--- config.mk ---
export PLATFORM = sky130hd
export DESIGN_NAME = send_port_arbiter
export DESIGN_NICKNAME = d
export VERILOG_FILES = /design/src/rtl/send_port_arbiter.sv
export SDC_FILE = /design/constraint.sdc
export NUM_CORES = 1
export LEC_CHECK = 0
export CORE_MARGIN = 2
export CORE_UTILIZATION = 41
export CTS_CLUSTER_DIAMETER = 200
export CTS_CLUSTER_SIZE = 16
export DETAILED_ROUTE_END_ITERATION = 12
export PLACE_DENSITY = 0.81
export SLEW_MARGIN = 20
export SYNTH_ARGS = -nofsm -noshare
export SYNTH_HDL_FRONTEND = slang
export SYNTH_SLANG_ARGS = --single-unit
--- constraint.sdc ---
create_clock -name CLK -period 3.9 [get_ports CLK]
set_clock_uncertainty 0.2 [all_clocks]
set_input_delay 0.39 -clock CLK [delete_from_list [all_inputs] [get_ports CLK]]
set_output_delay 0.39 -clock CLK [all_outputs]
set_load 0.01 [all_outputs]
--- src/rtl/send_port_arbiter.sv ---
// Arbitrates NUM_REQ local flit sources onto one credited network send port.
// Packets are atomic: once a head is accepted, only its owner is served until its tail.
module send_port_arbiter #(
  parameter int NUM_REQ         = 4,
  parameter int NUM_VCS         = 2,
  parameter int FLIT_DATA_WIDTH = 32,
  parameter int DEST_BITS       = 2,
  parameter int CREDIT_MAX      = 8,
  localparam int VC_BITS        = (NUM_VCS > 1) ? $clog2(NUM_VCS) : 1,
  localparam int CW             = $clog2(CREDIT_MAX + 1),
  localparam int FW             = 2 + DEST_BITS + VC_BITS + FLIT_DATA_WIDTH
) (
  input  logic                   CLK,
  input  logic                   RESET,
  input  logic [NUM_REQ-1:0]     req_valid,
  input  logic [NUM_REQ*FW-1:0]  req_flit,
  output logic [NUM_REQ-1:0]     req_ready,
  output logic [FW-1:0]          net_flit,
  output logic                   net_put,
  input  logic [NUM_VCS-1:0]     credit_ret,
  output logic [NUM_VCS*CW-1:0]  credits,
  output logic                   busy,
  output logic                   credit_err,
  output logic [31:0]            flits_sent
);

  localparam int RW = (NUM_REQ > 1) ? $clog2(NUM_REQ) : 1;

  typedef enum logic {IDLE, LOCKED} state_t;

  state_t              state_q, state_d;
  logic [RW-1:0]       rr_ptr_q, rr_ptr_d;
  logic [RW-1:0]       owner_q, owner_d;
  logic [CW-1:0]       credits_q [NUM_VCS];
  logic [CW-1:0]       credits_d [NUM_VCS];
  logic                credit_err_q, credit_err_d;
  logic                net_put_q, net_put_d;
  logic [FW-1:0]       net_flit_q, net_flit_d;
  logic [31:0]         flits_sent_q, flits_sent_d;

  logic [FW-1:0]       flit_arr [NUM_REQ];
  logic [NUM_VCS-1:0]  credit_avail;
  logic [RW-1:0]       cand;
  logic [RW-1:0]       grant_idx;
  logic                grant_found;
  logic [FW-1:0]       grant_flit;
  logic                accept;
  logic                acc_tail;
  logic [VC_BITS-1:0]  acc_vc;

  function automatic logic vc_has_credit(input logic [VC_BITS-1:0] vc,
                                         input logic [NUM_VCS-1:0] avail);
    logic ok;
    ok = 1'b0;
    // A vc code with no matching channel never finds credit, so it is never served.
    for (int v = 0; v < NUM_VCS; v++) begin
      if (vc == VC_BITS'(v)) ok = avail[v];
    end
    return ok;
  endfunction

  function automatic logic [RW-1:0] next_ptr(input logic [RW-1:0] idx);
    return (int'(idx) == NUM_REQ - 1) ? '0 : idx + RW'(1);
  endfunction

  for (genvar i = 0; i < NUM_REQ; i++) begin : g_unpack
    assign flit_arr[i] = req_flit[i*FW +: FW];
  end

  always_comb begin
    for (int v = 0; v < NUM_VCS; v++) begin
      credit_avail[v] = (credits_q[v] != '0);
    end
  end

  // State register
  always_ff @(posedge CLK or posedge RESET) begin
    if (RESET) begin
      state_q  <= IDLE;
      rr_ptr_q <= '0;
      owner_q  <= '0;
    end else begin
      state_q  <= state_d;
      rr_ptr_q <= rr_ptr_d;
      owner_q  <= owner_d;
    end
  end

  // Next-state logic
  always_comb begin
    state_d  = state_q;
    rr_ptr_d = rr_ptr_q;
    owner_d  = owner_q;
    if (accept) begin
      if (acc_tail) begin
        state_d  = IDLE;
        rr_ptr_d = next_ptr(grant_idx);
      end else begin
        state_d = LOCKED;
        owner_d = grant_idx;
      end
    end
  end

  // Output logic: grant selection and handshake
  always_comb begin
    grant_found = 1'b0;
    grant_idx   = '0;
    cand        = '0;
    if (state_q == LOCKED) begin
      grant_found = req_valid[owner_q];
      grant_idx   = owner_q;
    end else begin
      for (int k = 0; k < NUM_REQ; k++) begin
        cand = RW'((int'(rr_ptr_q) + k) % NUM_REQ);
        if (!grant_found && req_valid[cand]) begin
          grant_found = 1'b1;
          grant_idx   = cand;
        end
      end
    end
    grant_flit = flit_arr[grant_idx];
    acc_tail   = grant_flit[FW-2];
    acc_vc     = grant_flit[FLIT_DATA_WIDTH +: VC_BITS];
    // A winner without credit stalls the port rather than passing the grant on.
    accept     = grant_found && vc_has_credit(acc_vc, credit_avail) && !RESET;
    req_ready  = '0;
    if (accept) req_ready[grant_idx] = 1'b1;
    busy       = (state_q == LOCKED);
  end

  always_comb begin
    net_put_d    = accept;
    net_flit_d   = accept ? (grant_flit | {1'b1, {(FW-1){1'b0}}}) : '0;
    flits_sent_d = flits_sent_q + 32'(net_put_q);
    credit_err_d = credit_err_q;
    for (int v = 0; v < NUM_VCS; v++) begin
      credits_d[v] = credits_q[v];
      if (accept && acc_vc == VC_BITS'(v)) begin
        if (!credit_ret[v]) credits_d[v] = credits_q[v] - CW'(1);
      end else if (credit_ret[v]) begin
        if (credits_q[v] == CW'(CREDIT_MAX)) credit_err_d = 1'b1;
        else credits_d[v] = credits_q[v] + CW'(1);
      end
    end
  end

  always_ff @(posedge CLK or posedge RESET) begin
    if (RESET) begin
      net_put_q    <= 1'b0;
      net_flit_q   <= '0;
      flits_sent_q <= '0;
      credit_err_q <= 1'b0;
      for (int v = 0; v < NUM_VCS; v++) credits_q[v] <= CW'(CREDIT_MAX);
    end else begin
      net_put_q    <= net_put_d;
      net_flit_q   <= net_flit_d;
      flits_sent_q <= flits_sent_d;
      credit_err_q <= credit_err_d;
      for (int v = 0; v < NUM_VCS; v++) credits_q[v] <= credits_d[v];
    end
  end

  always_comb begin
    for (int v = 0; v < NUM_VCS; v++) begin
      credits[v*CW +: CW] = credits_q[v];
    end
  end

  assign net_put    = net_put_q;
  assign net_flit   = net_flit_q;
  assign credit_err = credit_err_q;
  assign flits_sent = flits_sent_q;

endmodule

==> summary.md <==
| Metric | Value |
|---|---|
| Synth Register Bits | 83 |
| WHS | 0.205 ns |
| Synth cell types | 61 |
| Fin. Hold Viols | 0 |
| Global-route wire length before repair | 23400 um |
| Layout area overhead | 60.9% |
| All-Layer GR Usage | 23.2% |
| Leakage | 3.45 nW |
| Starting DRT DRC Count | 313 |
| Number of diodes | 0 |
| Worst hold-check path type | in -> async |
| Sequential area share after synthesis | 43.8% |
| Post-CTS resize count | 0 |
| Worst r2r path cells | 11 |
| PwrDens | 639 nW/um^2 |
| Synth Warn # | 0 |
| DR vias | 4480 |
| CTS sink cnt | 83 |
| Die footprint | 12500 um^2 |
| Fin nets | 877 |
| CTS tree | done |
| IO Pins | 240 |
| Most frequent cells in the layout | clkdlybuf4s50_1 (234), nand2_1 (88), dfrtp_1 (81) |
| CTS Root Cell | clkbuf_16 |
| R2R setup slack | 0.42 ns |
| Fillers | 911 |
| Crit-path max FO | 6 |
| Final worst slack | 0.107 ns |
| Endpoints failing setup | 0 |
| Max frequency | 0.264 GHz |
| Worst Setup End Kind | output port |
| Relative slew margins | 42.5% |
| Avg Inst Size Synth | 10.1 um^2 |
| Worst setup path startpoint | req_valid[3] |
| Largest family of logic cells by synthesized area | simple AND/OR/NAND/NOR gates |
| CTS hold repair buffers | 0 |
| Synth Area in Simple Gates | 21.2% |
| Largest net degree at the start of global routing | 41 |
| Tmin final | 3.79 ns |
| Worst-Margin Slew | 0.851 ns |
| Number of buffers added on ports | 235 |
| RePlAce Congestion | 0.851 |
| Critical path required time | 3.31 ns |
| Slew Viols, Final | 0 |
| Worst-skew pair later-pin latency | 0.32 ns |
| CP Class | in -> out |
| Worst setup path end | req_ready[0] |
| Initial antenna violation count | 0 |
| Peak supply drop | 0.000491 V |
| Post-placement worst setup slack | 0.0403 ns |
| Max clock buf depth | 2 |
| Post-detailed-route wirelength per cell | 17.0 um |
| Sum Neg Setup Slack | 0 ns |
| Crit share post-route | 97.3% |
| Number of global-route vias before repair | 4655 |
| Core Area | 11400 um^2 |
| # Post-CTS Setup Buffers | 0 |
| RSZ-0062 raised after global routing | false |
| HPWL Detailed | 11800 um |
| H-tree Lvls | 3 |
| Grt ovf | 0 |
| Initial Util | 41.8% |
| Die H | 112 um |
| Reg2reg end | credits[6]$_DFFE_PP0P_ |
| Die X | 112 um |
| Detailed Routing Iterations Pass 1 | 5 |
| Synth Area in Compound Gates | 6.22% |
| Worst Path Arrival | 3.20 ns |
| Number of enable flip-flop cells after synthesis | 0 |
| Post-route ant nets | 0 |
| Row cnt | 39 |
| Num CTS Buffers | 9 |
| Status | completed |
| Reg clk slew, reported paths | 0.06 ns |
| Most common flop cell mapped by yosys | dfrtp_1 |
| Detailed-route wire length | 14700 um |
| Multiplexer share of the synthesized area | 16.6% |
| RR Startpoint | owner_q[0]$_DFFE_PP0P_ |
| Synth Instances | 472 |
| Syn Nets | 636 |
| Final Power | 4.89 mW |
| Crit start category | input pin |
| Adder-Cell Fraction of Synth Area | 2.11% |
| Most common cell after layout, fill and taps aside | clkdlybuf4s50_1 |
| Layout cells sized above 1 | 7.10% |
| Drt via density | 5.20 |
| Synth Area in XOR/XNOR | 6.82% |
| Synthesized cell area | 4750 um^2 |
| Maximum Capacitance Violations | 0 |
| Residual DRC | 0 |
| Post-synth ARST share | 100% |
-- worst min-delay path by stage --
stage / startpoint / end / slack, ns / cells after the start
finish: RESET / net_flit[1]$_DFF_PP0_ / 0.20 / 2
global route: RESET / net_flit[1]$_DFF_PP0_ / 0.22 / 2
CTS: RESET / net_flit[1]$_DFF_PP0_ / 0.21 / 2
detailed placement: flits_sent[31]$_DFF_PP0_ / flits_sent[31]$_DFF_PP0_ / 0.26 / 1
global placement: flits_sent[31]$_DFF_PP0_ / flits_sent[31]$_DFF_PP0_ / 0.26 / 1
floorplan: flits_sent[31]$_DFF_PP0_ / flits_sent[31]$_DFF_PP0_ / 0.31 / 1
-- registers in the layout, summed over array words and instances (netlist names) --
signal / flops
credit_err: 1
credits: 8
busy: 1
rr_ptr_q: 2
owner_q: 2
flits_sent: 32
net_flit: 37
-- metrics by stage --
stage	cell area [um^2]	utilization, %	cells
after floorplan	4750	-	472
after global placement	7310	64.3	845
after detailed placement	7310	64.3	845
after CTS	7640	67.2	861
after global routing	7640	67.2	861
final	7640	67.2	861
-- cells by family (layout without fill, tap and decap cells) --
group                      Yosys count  in the layout
xor gates and xnor gates            37             37
adders and majority gates            8              8
AOI/OAI and AO/OA                   36             36
muxes                               76             76
DFF                                 83             83
buffers and inverters               32            278
and+or+nand+nor                    200            200
-- cell type report --
type | instances | area (um^2) | share of cell area, %
well taps | 143 | 179 | 2.34
multi-input cells | 357 | 2520 | 33.0
clock inverters | 5 | 85.1 | 1.11
repair buffers | 253 | 2490 | 32.6
inverters | 9 | 47.5 | 0.622
clock buffers | 11 | 243 | 3.18
flip-flops and latches | 83 | 2080 | 27.2
-- where the power goes --
| group | internal, mW | leakage (nW) | switching, mW |
|---|---|---|---|
| combinational | 1.35 | 2.20 | 1.33 |
| clock | 0.582 | 0.156 | 0.336 |
| sequential | 1.09 | 1.09 | 0.195 |
-- worst max-delay path, cell delays in order --
cell and delay, ns:
clkdlybuf4s50_1 0.50, buf_4 0.15, nand2_1 0.06, and3_1 0.20
o311ai_1 0.45, a211oi_1 0.16, or2_1 0.29, o21ai_2 0.27
and2_1 0.18, clkdlybuf4s50_1 0.54
-- synth_stat cells (2+ instances only) --
cell type  number  area share [%]
a211o_1         2            0.37
a211oi_1        3            0.47
a21oi_1         3            0.32
a221o_1         2            0.42
a22o_1          2            0.37
and2_1          5            0.66
and3_1         39             5.1
buf_2          11             1.2
clkbuf_1       10            0.79
dfrtp_1        81              43
dfstp_2         2             1.1
ha_1            8             2.1
inv_1           6            0.47
inv_2           2            0.16
mux2_2          3            0.71
mux2i_1        70              15
nand2_1        89             7.0
nand2b_1        2            0.26
nand3_1        19             2.0
nand4_1        11             1.4
nand4bb_1       2            0.47
nor2_1          8            0.63
nor2b_1         2            0.26
nor3_1          9            0.95
nor4_1          3            0.40
o21ai_0         3            0.32
o21ai_1         2            0.21
o311ai_1        2            0.37
o31ai_1         2            0.32
or3_1           3            0.40
xnor2_1        27             5.0
xor2_1         10             1.8
-- metal layers --
layer | vias up | part of all wire, % | track usage, %
met4 | 0 | 1.6 | 6.42
met2 | 156 | 52 | 41.6
li1 | 2150 | - | -
met1 | 2158 | 41 | 28.8
met5 | - | 0 | 0
met3 | 16 | 5.1 | 4.14
No activity file was read; power rests on OpenSTA's default activity.
